## config.mk

```make
export PLATFORM = sky130hd
export DESIGN_NAME = sdram_arbiter_flat
export DESIGN_NICKNAME = d
export VERILOG_FILES = /design/src/rtl/sdram_arb_pkg.sv /design/src/rtl/sdram_arbiter_if.sv /design/src/rtl/sdram_arbiter_rr_picker.sv /design/src/rtl/sdram_arbiter.sv /design/src/flat_wrapper.sv
export SDC_FILE = /design/constraint.sdc
export NUM_CORES = 1
export LEC_CHECK = 0
export ABC_CLOCK_PERIOD_IN_PS = 2200
export BUFFER_PORTS_ARGS = -buffer_cell sky130_fd_sc_hd__clkbuf_2
export CAP_MARGIN = 10
export CORE_AREA = 2 2 116 118
export DETAILED_ROUTE_END_ITERATION = 16
export DIE_AREA = 0 0 118 120
export GPL_ROUTABILITY_DRIVEN = 1
export PLACE_DENSITY = 0.79
export REMOVE_ABC_BUFFERS = 1
export SYNTH_ARGS = -nofsm -noshare
export SYNTH_HDL_FRONTEND = slang
export SYNTH_SLANG_ARGS = --single-unit
```

## constraint.sdc

```tcl
create_clock -name i_clk -period 2.2 [get_ports i_clk]
set_input_delay 0.22 -clock i_clk [delete_from_list [all_inputs] [get_ports i_clk]]
set_output_delay 0.22 -clock i_clk [all_outputs]
set_load 0.05 [all_outputs]
```

## src/rtl/sdram_arb_pkg.sv

```systemverilog
// Shared types and default sizing for the SDRAM arbiter.
package sdram_arb_pkg;

  localparam int unsigned DEF_NUM_REQ = 3;
  localparam int unsigned DEF_ADDR_W  = 23;
  localparam int unsigned DEF_DATA_W  = 32;

  typedef enum logic [1:0] {
    ST_IDLE      = 2'd0,
    ST_ISSUE     = 2'd1,
    ST_WAIT_READ = 2'd2,
    ST_DONE      = 2'd3
  } state_e;

endpackage

```

## src/rtl/sdram_arbiter_if.sv

```systemverilog
// Requester-side and SDRAM-side bus of the arbiter; master is the arbiter's view.
interface sdram_arbiter_if
  import sdram_arb_pkg::*;
#(
  parameter int unsigned NUM_REQ = DEF_NUM_REQ,
  parameter int unsigned ADDR_W  = DEF_ADDR_W,
  parameter int unsigned DATA_W  = DEF_DATA_W
);

  logic [NUM_REQ-1:0]             req_read;
  logic [NUM_REQ-1:0]             req_write;
  logic [NUM_REQ-1:0][ADDR_W-1:0] req_addr;
  logic [NUM_REQ-1:0][DATA_W-1:0] req_writedata;
  logic [DATA_W-1:0]              req_readdata;
  logic [NUM_REQ-1:0]             req_finished;

  logic [ADDR_W-1:0]              sdram_addr;
  logic [DATA_W-1:0]              sdram_writedata;
  logic                           sdram_read;
  logic                           sdram_write;
  logic                           sdram_waitrequest;
  logic [DATA_W-1:0]              sdram_readdata;
  logic                           sdram_readdatavalid;

  logic                           busy;
  logic [$clog2(NUM_REQ)-1:0]     grant_id;

  modport master (
    input  req_read, req_write, req_addr, req_writedata,
    input  sdram_waitrequest, sdram_readdata, sdram_readdatavalid,
    output req_readdata, req_finished,
    output sdram_addr, sdram_writedata, sdram_read, sdram_write,
    output busy, grant_id
  );

  modport slave (
    output req_read, req_write, req_addr, req_writedata,
    output sdram_waitrequest, sdram_readdata, sdram_readdatavalid,
    input  req_readdata, req_finished,
    input  sdram_addr, sdram_writedata, sdram_read, sdram_write,
    input  busy, grant_id
  );

endinterface

```

## src/rtl/sdram_arbiter_rr_picker.sv

```systemverilog
// Combinational round-robin picker: first requester after last_grant, wrapping to 0.
module rr_picker #(
  parameter int unsigned NUM_REQ = 3
) (
  input  logic [NUM_REQ-1:0]         req,
  input  logic [$clog2(NUM_REQ)-1:0] last_grant,
  output logic                       valid,
  output logic [$clog2(NUM_REQ)-1:0] index
);

  localparam int unsigned ID_W = $clog2(NUM_REQ);

  int unsigned cand;

  // Scan offsets 1..NUM_REQ so last_grant itself is considered last.
  always_comb begin
    valid = 1'b0;
    index = '0;
    cand  = 0;
    for (int unsigned i = 1; i <= NUM_REQ; i++) begin
      cand = (32'(last_grant) + i) % NUM_REQ;
      if (!valid && req[ID_W'(cand)]) begin
        valid = 1'b1;
        index = ID_W'(cand);
      end
    end
  end

endmodule

```

## src/rtl/sdram_arbiter.sv

```systemverilog
// Round-robin arbiter giving several requesters single-command access to one SDRAM port.
module sdram_arbiter
  import sdram_arb_pkg::*;
#(
  parameter int unsigned NUM_REQ = DEF_NUM_REQ,
  parameter int unsigned ADDR_W  = DEF_ADDR_W,
  parameter int unsigned DATA_W  = DEF_DATA_W
) (
  input  logic            i_clk,
  input  logic            i_rst,
  sdram_arbiter_if.master bus
);

  localparam int unsigned ID_W = $clog2(NUM_REQ);

  state_e             state_q, state_d;
  logic [ID_W-1:0]    grant_q, grant_d;
  logic [ID_W-1:0]    last_q, last_d;
  logic [ADDR_W-1:0]  addr_q, addr_d;
  logic [DATA_W-1:0]  wdata_q, wdata_d;
  logic [DATA_W-1:0]  rdata_q, rdata_d;
  logic               rd_q, rd_d;
  logic               wr_q, wr_d;
  logic [NUM_REQ-1:0] fin_q, fin_d;
  logic               busy_q, busy_d;

  logic               pick_valid;
  logic [ID_W-1:0]    pick_idx;

  rr_picker #(.NUM_REQ(NUM_REQ)) u_picker (
    .req        (bus.req_read | bus.req_write),
    .last_grant (last_q),
    .valid      (pick_valid),
    .index      (pick_idx)
  );

  // Next-state and registered-output logic.
  always_comb begin
    state_d = state_q;
    grant_d = grant_q;
    last_d  = last_q;
    addr_d  = addr_q;
    wdata_d = wdata_q;
    rdata_d = rdata_q;
    rd_d    = rd_q;
    wr_d    = wr_q;
    fin_d   = '0;

    unique case (state_q)
      ST_IDLE: begin
        if (pick_valid) begin
          state_d = ST_ISSUE;
          grant_d = pick_idx;
          addr_d  = bus.req_addr[pick_idx];
          wdata_d = bus.req_writedata[pick_idx];
          // Write has priority when a requester raises both.
          wr_d    = bus.req_write[pick_idx];
          rd_d    = ~bus.req_write[pick_idx];
        end
      end
      ST_ISSUE: begin
        if (!bus.sdram_waitrequest) begin
          rd_d = 1'b0;
          wr_d = 1'b0;
          if (wr_q) begin
            state_d = ST_DONE;
            fin_d   = NUM_REQ'(1) << grant_q;
          end else if (bus.sdram_readdatavalid) begin
            state_d = ST_DONE;
            rdata_d = bus.sdram_readdata;
            fin_d   = NUM_REQ'(1) << grant_q;
          end else begin
            state_d = ST_WAIT_READ;
          end
        end
      end
      ST_WAIT_READ: begin
        if (bus.sdram_readdatavalid) begin
          state_d = ST_DONE;
          rdata_d = bus.sdram_readdata;
          fin_d   = NUM_REQ'(1) << grant_q;
        end
      end
      ST_DONE: begin
        last_d  = grant_q;
        state_d = ST_IDLE;
      end
      default: state_d = ST_IDLE;
    endcase

    busy_d = (state_d != ST_IDLE);
  end

  always_ff @(posedge i_clk or negedge i_rst) begin
    if (!i_rst) begin
      state_q <= ST_IDLE;
      grant_q <= '0;
      last_q  <= ID_W'(NUM_REQ - 1);
      addr_q  <= '0;
      wdata_q <= '0;
      rdata_q <= '0;
      rd_q    <= 1'b0;
      wr_q    <= 1'b0;
      fin_q   <= '0;
      busy_q  <= 1'b0;
    end else begin
      state_q <= state_d;
      grant_q <= grant_d;
      last_q  <= last_d;
      addr_q  <= addr_d;
      wdata_q <= wdata_d;
      rdata_q <= rdata_d;
      rd_q    <= rd_d;
      wr_q    <= wr_d;
      fin_q   <= fin_d;
      busy_q  <= busy_d;
    end
  end

  assign bus.sdram_addr      = addr_q;
  assign bus.sdram_writedata = wdata_q;
  assign bus.sdram_read      = rd_q;
  assign bus.sdram_write     = wr_q;
  assign bus.req_readdata    = rdata_q;
  assign bus.req_finished    = fin_q;
  assign bus.busy            = busy_q;
  assign bus.grant_id        = grant_q;

endmodule

```

## src/flat_wrapper.sv

```systemverilog
// flat-port wrapper written by rule: the top's interface ports become plain ports
module sdram_arbiter_flat import sdram_arb_pkg::*;
#(
  parameter int unsigned NUM_REQ = DEF_NUM_REQ,
  parameter int unsigned ADDR_W  = DEF_ADDR_W,
  parameter int unsigned DATA_W  = DEF_DATA_W
)
  (i_clk, i_rst, bus_req_read, bus_req_write, bus_req_addr, bus_req_writedata, bus_sdram_waitrequest, bus_sdram_readdata, bus_sdram_readdatavalid, bus_req_readdata, bus_req_finished, bus_sdram_addr, bus_sdram_writedata, bus_sdram_read, bus_sdram_write, bus_busy, bus_grant_id);
  sdram_arbiter_if #(.NUM_REQ(NUM_REQ), .ADDR_W(ADDR_W), .DATA_W(DATA_W)) bus_i ();
  input  logic i_clk;
  input  logic i_rst;
  input wire logic [$bits(bus_i.req_read)-1:0] bus_req_read;
  input wire logic [$bits(bus_i.req_write)-1:0] bus_req_write;
  input wire logic [$bits(bus_i.req_addr)-1:0] bus_req_addr;
  input wire logic [$bits(bus_i.req_writedata)-1:0] bus_req_writedata;
  input wire logic [$bits(bus_i.sdram_waitrequest)-1:0] bus_sdram_waitrequest;
  input wire logic [$bits(bus_i.sdram_readdata)-1:0] bus_sdram_readdata;
  input wire logic [$bits(bus_i.sdram_readdatavalid)-1:0] bus_sdram_readdatavalid;
  output wire logic [$bits(bus_i.req_readdata)-1:0] bus_req_readdata;
  output wire logic [$bits(bus_i.req_finished)-1:0] bus_req_finished;
  output wire logic [$bits(bus_i.sdram_addr)-1:0] bus_sdram_addr;
  output wire logic [$bits(bus_i.sdram_writedata)-1:0] bus_sdram_writedata;
  output wire logic [$bits(bus_i.sdram_read)-1:0] bus_sdram_read;
  output wire logic [$bits(bus_i.sdram_write)-1:0] bus_sdram_write;
  output wire logic [$bits(bus_i.busy)-1:0] bus_busy;
  output wire logic [$bits(bus_i.grant_id)-1:0] bus_grant_id;
  assign bus_i.req_read = bus_req_read;
  assign bus_i.req_write = bus_req_write;
  assign bus_i.req_addr = bus_req_addr;
  assign bus_i.req_writedata = bus_req_writedata;
  assign bus_i.sdram_waitrequest = bus_sdram_waitrequest;
  assign bus_i.sdram_readdata = bus_sdram_readdata;
  assign bus_i.sdram_readdatavalid = bus_sdram_readdatavalid;
  assign bus_req_readdata = bus_i.req_readdata;
  assign bus_req_finished = bus_i.req_finished;
  assign bus_sdram_addr = bus_i.sdram_addr;
  assign bus_sdram_writedata = bus_i.sdram_writedata;
  assign bus_sdram_read = bus_i.sdram_read;
  assign bus_sdram_write = bus_i.sdram_write;
  assign bus_busy = bus_i.busy;
  assign bus_grant_id = bus_i.grant_id;
  sdram_arbiter #(.NUM_REQ(NUM_REQ), .ADDR_W(ADDR_W), .DATA_W(DATA_W)) u_core (.i_clk(i_clk), .i_rst(i_rst), .bus(bus_i));
endmodule
```

# Word level (Yosys, flattened, before mapping)
# Index checks and enable logic that the tools add are counted.
dict set report classes {
  addsub 3
  mul 0
  n_div 3
  order_cmp 4
  eq_ne 6
  shifts 1
  muxes 37
  n_bitwise 2
  reduce_logical 11
}
# op count
set op_table {}
lappend op_table {{$mux 32} 4}
lappend op_table {{$mod 32x2->32 const B} 3}
lappend op_table {{$bmux 32 s2} 1}
lappend op_table {{$pmux 32 s2} 1}
lappend op_table {{$bmux 23 s2} 1}
lappend op_table {{$mux 23} 1}
lappend op_table {{$mux 2} 7}
lappend op_table {{$lt 2x3->1 const B} 4}
lappend op_table {{$mux 1} 11}
lappend op_table {{$mux 3} 3}
lappend op_table {{$bmux 1 s2} 4}
lappend op_table {{$pmux 2 s4} 1}
lappend op_table {{$add 2x2->3 const B} 2}
lappend op_table {{$pmux 3 s2} 1}
lappend op_table {{$reduce_and 3->1} 2}
lappend op_table {{$reduce_bool 2->1} 3}
lappend op_table {{$eq 2x2->1 const B} 2}
lappend op_table {{$ne 2x2->1 const B} 2}
lappend op_table {{$pmux 1 s2} 2}
lappend op_table {{$add 2x1->3 const B} 1}
lappend op_table {{$or 3x3->3} 1}
lappend op_table {{$shl 1x2->3 const A} 1}
lappend op_table {{$eq 2x1->1 const B} 1}
lappend op_table {{$logic_and 1x1->1} 2}
lappend op_table {{5 further kinds} 6}
dict set report word_totals {
  reg_bits 99
  latchBits 0
  ram_bits 0
  rom_bits 0
  input_bits 207
  out_inout_bits 95
  elab_cells 77
  mem_count 0
}

# Longest topological paths before layout
dict set report logic_depth {
  ltp_word 16
  ltp_mapped 9
  depth_no_buf 7
}

# Cells and area by module
# From an unflattened synthesis, not the netlist that was laid out.
dict set report unflattened {
  hier_cells 511
  hier_area_um2 5129.9
}
# mod instances cells_each area_per_inst_um2 seq_area_each_um2
set modules_own_cells {}
lappend modules_own_cells {sdram_arbiter 1 491 4998.5 2478.6}
lappend modules_own_cells {rr_picker 1 20 131.4 0.0}

# Worst setup path after synthesis
# OpenSTA, ideal clock, no wires.
dict set report synth_timing {
  path_type {reg-to-reg}
  start {register u_core.last_q[1]}
  end {register u_core.wr_q (netlist: u_core.bus.sdram_write)}
  setup_ps 126
  arrival_time_ps 2069
  required_ps 2074
  setup_slack_ps 5
  stages_incl_launch_ff 8
  n_path_buf 1
  synth_period_minus_slack_ps 2195
  path_cell_list {dfstp_2 ha_1 a211o_2 a2bb2oi_2 buf_6 a31oi_1 o221a_1 a221o_1}
}
dict set report synth_between {
  elab_chain_len 15
  word_cells_on_any_way 28
  cone_classes {add/sub: 3; div: 3; eq/ne: 1; mux: 16; reduce/logical: 5}
}
# item line_no
set synth_lines {}
lappend synth_lines {{start: declaration} sdram_arbiter.sv:18} ;# logic [ID_W-1:0] last_q, last_d;
lappend synth_lines {{start signal: assignment} sdram_arbiter.sv:98} ;# last_q <= ID_W'(NUM_REQ - 1);
lappend synth_lines {{start signal: assignment} sdram_arbiter.sv:109} ;# last_q <= last_d;
lappend synth_lines {{$add 2x1->3} sdram_arbiter_rr_picker.sv:21} ;# cand = (32'(last_grant) + i) % NUM_REQ;
lappend synth_lines {{$mod 32x2->32} sdram_arbiter_rr_picker.sv:21}
lappend synth_lines {{$bmux 1 s2} sdram_arbiter_rr_picker.sv:22} ;# if (!valid && req[ID_W'(cand)]) begin
lappend synth_lines {{$mux 1 (not written as such)} sdram_arbiter_rr_picker.sv:22}
lappend synth_lines {{$mux 1} sdram_arbiter_rr_picker.sv:22}
lappend synth_lines {{$logic_not 1->1} sdram_arbiter_rr_picker.sv:22}
lappend synth_lines {{$logic_and 1x1->1} sdram_arbiter_rr_picker.sv:22}
lappend synth_lines {{$mux 1} sdram_arbiter_rr_picker.sv:22}
lappend synth_lines {{$logic_not 1->1} sdram_arbiter_rr_picker.sv:22}
lappend synth_lines {{$logic_and 1x1->1} sdram_arbiter_rr_picker.sv:22}
lappend synth_lines {{$mux 2} sdram_arbiter_rr_picker.sv:22}
lappend synth_lines {{$bmux 1 s2} sdram_arbiter.sv:57} ;# wr_d = bus.req_write[pick_idx];
lappend synth_lines {{$mux 1 (not written as such)} sdram_arbiter.sv:57}
lappend synth_lines {{$mux 1} sdram_arbiter.sv:51} ;# if (pick_valid) begin
lappend synth_lines {{$pmux 1 s2} sdram_arbiter.sv:49} ;# unique case (state_q)
lappend synth_lines {{end signal: assignment} sdram_arbiter.sv:114} ;# wr_q <= wr_d;
lappend synth_lines {{end: declaration} sdram_arbiter.sv:23} ;# logic wr_q, wr_d;
# Several ways; a longest one is shown, not always the timed one. The select of a mux whose other input is x is not followed.
# A chain may end at the register's enable or synchronous reset.

# Worst setup path in the final report
dict set report layout_timing {
  start {register u_core.last_q[1]}
  end {register u_core.wdata_q[18] (netlist: u_core.bus.sdram_writedata[18])}
}
dict set report layout_between {
  elab_chain_len 13
  word_cells_on_any_way 25
  cone_classes {add/sub: 3; div: 3; mux: 14; reduce/logical: 5}
}
# item line_no
set layout_lines {}
lappend layout_lines {{$add 2x1->3} sdram_arbiter_rr_picker.sv:21}
lappend layout_lines {{$mod 32x2->32} sdram_arbiter_rr_picker.sv:21}
lappend layout_lines {{$bmux 1 s2} sdram_arbiter_rr_picker.sv:22}
lappend layout_lines {{$mux 1 (not written as such)} sdram_arbiter_rr_picker.sv:22}
lappend layout_lines {{$mux 1} sdram_arbiter_rr_picker.sv:22}
lappend layout_lines {{$logic_not 1->1} sdram_arbiter_rr_picker.sv:22}
lappend layout_lines {{$logic_and 1x1->1} sdram_arbiter_rr_picker.sv:22}
lappend layout_lines {{$mux 1} sdram_arbiter_rr_picker.sv:22}
lappend layout_lines {{$logic_not 1->1} sdram_arbiter_rr_picker.sv:22}
lappend layout_lines {{$logic_and 1x1->1} sdram_arbiter_rr_picker.sv:22}
lappend layout_lines {{$mux 2} sdram_arbiter_rr_picker.sv:22}
lappend layout_lines {{$bmux 32 s2} sdram_arbiter.sv:55} ;# wdata_d = bus.req_writedata[pick_idx];
lappend layout_lines {{$mux 32 (not written as such)} sdram_arbiter.sv:55}
lappend layout_lines {{end signal: assignment} sdram_arbiter.sv:111} ;# wdata_q <= wdata_d;
lappend layout_lines {{end: declaration} sdram_arbiter.sv:20} ;# logic [DATA_W-1:0] wdata_q, wdata_d;
# Several ways; a longest one is shown, not always the timed one. The select of a mux whose other input is x is not followed.

==> flow_summary.toml <==
[sta]
relSlewSlack_pct = 67.14
report.final.slew_viol_count = 0
fin_skew_ns = 0.006784
timing.final.crit_share_pct = 104.2
fmax_mhz = 436.3
fin_ws_ns = -0.09222
setup_viol = 29
rsz0062_at_grt = "yes"
hold_viol = 0
worstMarginPinSlew_ns = 0.4930
period_needed_ns = 2.292

[global_route]
grt_pass1_wl_um = 25770
antenna_found_initial = 0
grt_max_degree = 41
gr-total-overflow = 0
grt_pass1_vias = 5099
grtUsageTotal_pct = 23.02

[clock_tree]
clockBufferDepth = 2
clk_pin_slew_ns = 0.07
clk_latency_ns = 0.35
cts_max_level = 3
cts.sinks = 99
cts_tree = "yes"
cts_made_buffers = 9
root_buffer = "clkbuf_16"

[synth]
synth_common_cells = "dfrtp_1, nand2_1, o21ai_0"
seq_area_frac_synth_pct = 49.21
synth_cell_type_count = 43
yosysTopAreaCell = "dfrtp_1"
syn_area_mm2 = 0.005037
ys_ff_latch = 99
syn_inst = 520
synthArstFlopShare_pct = 100.0
synth_top_area_share_pct = 48.68
synth_edf_count = 0
synth_area_leaders = "dfrtp_1, a211oi_1, mux2_2, o21ai_0, and3_1"
synth_most_common_cell = "dfrtp_1"
ys.flop_type = "dfrtp_1"
avgSynthCellArea_um2 = 9.687
synth_warnings = 0

[hold_path]
min_from = "bus_sdram_readdata[10]"
hp-class = "in -> reg"

[worst_setup_path]
endpoint = "u_core.bus.sdram_writedata[18]"
critPathRequiredTime_ns = 2.43
slowest_delay_ns = 0.56
crit_path_start_kind = "register"
arrival_ns = 2.52
critPathCaptureType = "register"
crit_chain = "ha_4 -> buf_6 -> a211o_4 -> a2bb2oi_4 -> nand2_2 -> buf_12 -> a211oi_1 -> o21ai_1"
r2r_start = "u_core.last_q[1]"
reg2reg_to = "u_core.bus.sdram_writedata[18]"
cpMaxStageDelayCell = "dfstp_2"
r2r_slack_ns = -0.09
critPathMaxFanout = 25
worstSetupPathType = "reg -> reg"
rr_worst_depth = 8
worstSetupStartpoint = "u_core.last_q[1]"

[die]
die_x_um = 118
fp.dieH_um = 120
die-area_mm2 = 0.01416
floorplan.initialDensity_pct = 38.81
core_region_area_mm2 = 0.01298
ioPinCount = 302
std_cell_rows = 42

[power]
leakagePower_nw = 3.797
power.density_mw_per_mm2 = 1981
report.power.total_w = 0.01471
max-vdd-ir-drop_v = 0.0007155

[place]
place_congestion = 0.9568
dp_hpwl_um = 12320
io_buffers = 301
place_ws_ns = -0.1248

[drt]
drt_iter0_markers = 288
via_per_inst = 5.276
routed_wl_um = 16390
route.detailed.drc = 0
vias = 5271
wl_per_cell_um = 16.40
ant_nets = 0
drtPass1Iterations = 4

[finish]
nets = 1032
n_antenna_cell = 0
drive_above_1_share_pct = 51.15
layout-area-overhead-vs-synth_pct = 47.47

[flow_run]
maxCapViolCount = 0

[status]
violations = "negative setup slack"
status = "complete, but fails checks"
[logic make-up (layout without fill, tap and decap cells)]
kind of cell	after synthesis	count (layout)	share of synthesized area, %
AOI/OAI and AO/OA	192	192	23.40
buffers and inverters	52	355	4.272
muxes	32	32	7.154
and+or+nand+nor	138	138	14.23
DFF	99	99	49.21
adders and majority gates	7	7	1.739
[layout by cell type, fill, tap and decap left out, types with 2 or more instances in the layout]
master,netlist,routed
clkbuf_2,0,300
dfrtp_1,98,98
o21ai_0,65,65
nand2_1,65,64
o21ai_1,51,51
and3_1,50,50
a211oi_1,56,36
mux2_2,32,32
a211oi_2,0,20
buf_4,0,19
clkbuf_16,0,9
inv_1,7,7
buf_12,0,7
and3_2,5,5
ha_1,7,5
buf_6,1,5
nor3b_1,3,3
bufinv_16,0,3
nor2_1,2,2
nor3_1,2,2
o211ai_1,2,2
nand3_1,2,2
a31oi_1,2,2
o2bb2ai_1,2,2
a31o_2,2,2
or2_2,2,2
inv_6,0,2
[cell type report]
| cell class | count | area [um2] |
|---|---|---|
| inverters | 7 | 26.28 |
| fillers | 1148 | 5552 |
| clock inverters | 5 | 107.6 |
| multi-input cells | 369 | 2502 |
| clock buffers | 11 | 242.7 |
| repair buffers | 332 | 1851 |
| well taps | 176 | 220.2 |
| flip-flops and latches | 99 | 2479 |
[stage by stage]
step	area [um2]	utilization, %	instances	hold slack [ns]	setup TNS [ns]
finish	7428	57.23	999	0.1065	-0.4917
global route	7428	57.23	999	0.08844	-4.984
CTS	7328	56.46	999	0.09166	-0.1202
detailed placement	6917	53.29	981	0.2144	-1.996
global placement	6917	53.29	981	0.2151	-0.3386
floorplan	4848	-	475	-0.07559	-81.37
[worst min path at each step]
| stage | endpoint | cells after the start |
|---|---|---|
| final | u_core.bus.req_readdata[10] | 2 |
| after CTS | u_core.bus.req_readdata[10] | 2 |
| after global placement | u_core.bus.req_readdata[18] | 1 |
| after detailed placement | u_core.bus.req_readdata[5] | 1 |
| after floorplan | u_core.bus.busy | 0 |
| after global routing | u_core.bus.req_readdata[6] | 2 |
[state kept, by name, summed over array words and instances, names as in the netlist]
name                        cells
u_core.bus.sdram_read           1
u_core.bus.req_finished         3
u_core.last_q                   2
u_core.state_q                  2
u_core.bus.sdram_write          1
u_core.bus.req_readdata        32
u_core.bus.sdram_writedata     32
u_core.bus.sdram_addr          23
u_core.bus.grant_id             2
u_core.bus.busy                 1
[critical path, delay by kind of cell (launching register included)]
kind,cells,cell delay (ns)
DFF,1,0.56
AOI/OAI and AO/OA,4,0.96
and+or+nand+nor,1,0.12
buffers and inverters,2,0.31
adders and majority gates,1,0.21
[where the power goes]
group	internal [W]	leakage, nW	switching, W
clock network	0.00115	0.171	0.000699
logic	0.00309	2.42	0.00652
registers	0.00275	1.21	0.000505
[metal layers]
metal | share of wire (%) | track usage (%)
met5 | 0 | 0
met4 | 3.9 | 12.20
met3 | 6.6 | 4.990
met2 | 51 | 40.15
met1 | 39 | 26.51
[what timing repair did]
| item | CTS | global route |
|---|---|---|
| setup buffers | 1 | 0 |
| hold buffers | 1 | 0 |
| pin swaps | 3 | 1 |
| hold endpoints to repair | 37 | 0 |
| endpoints found under the setup margin | 56 | 59 |
| gates resized for setup | 8 | 21 |
Note: power is estimated with default switching activity, not from simulation.
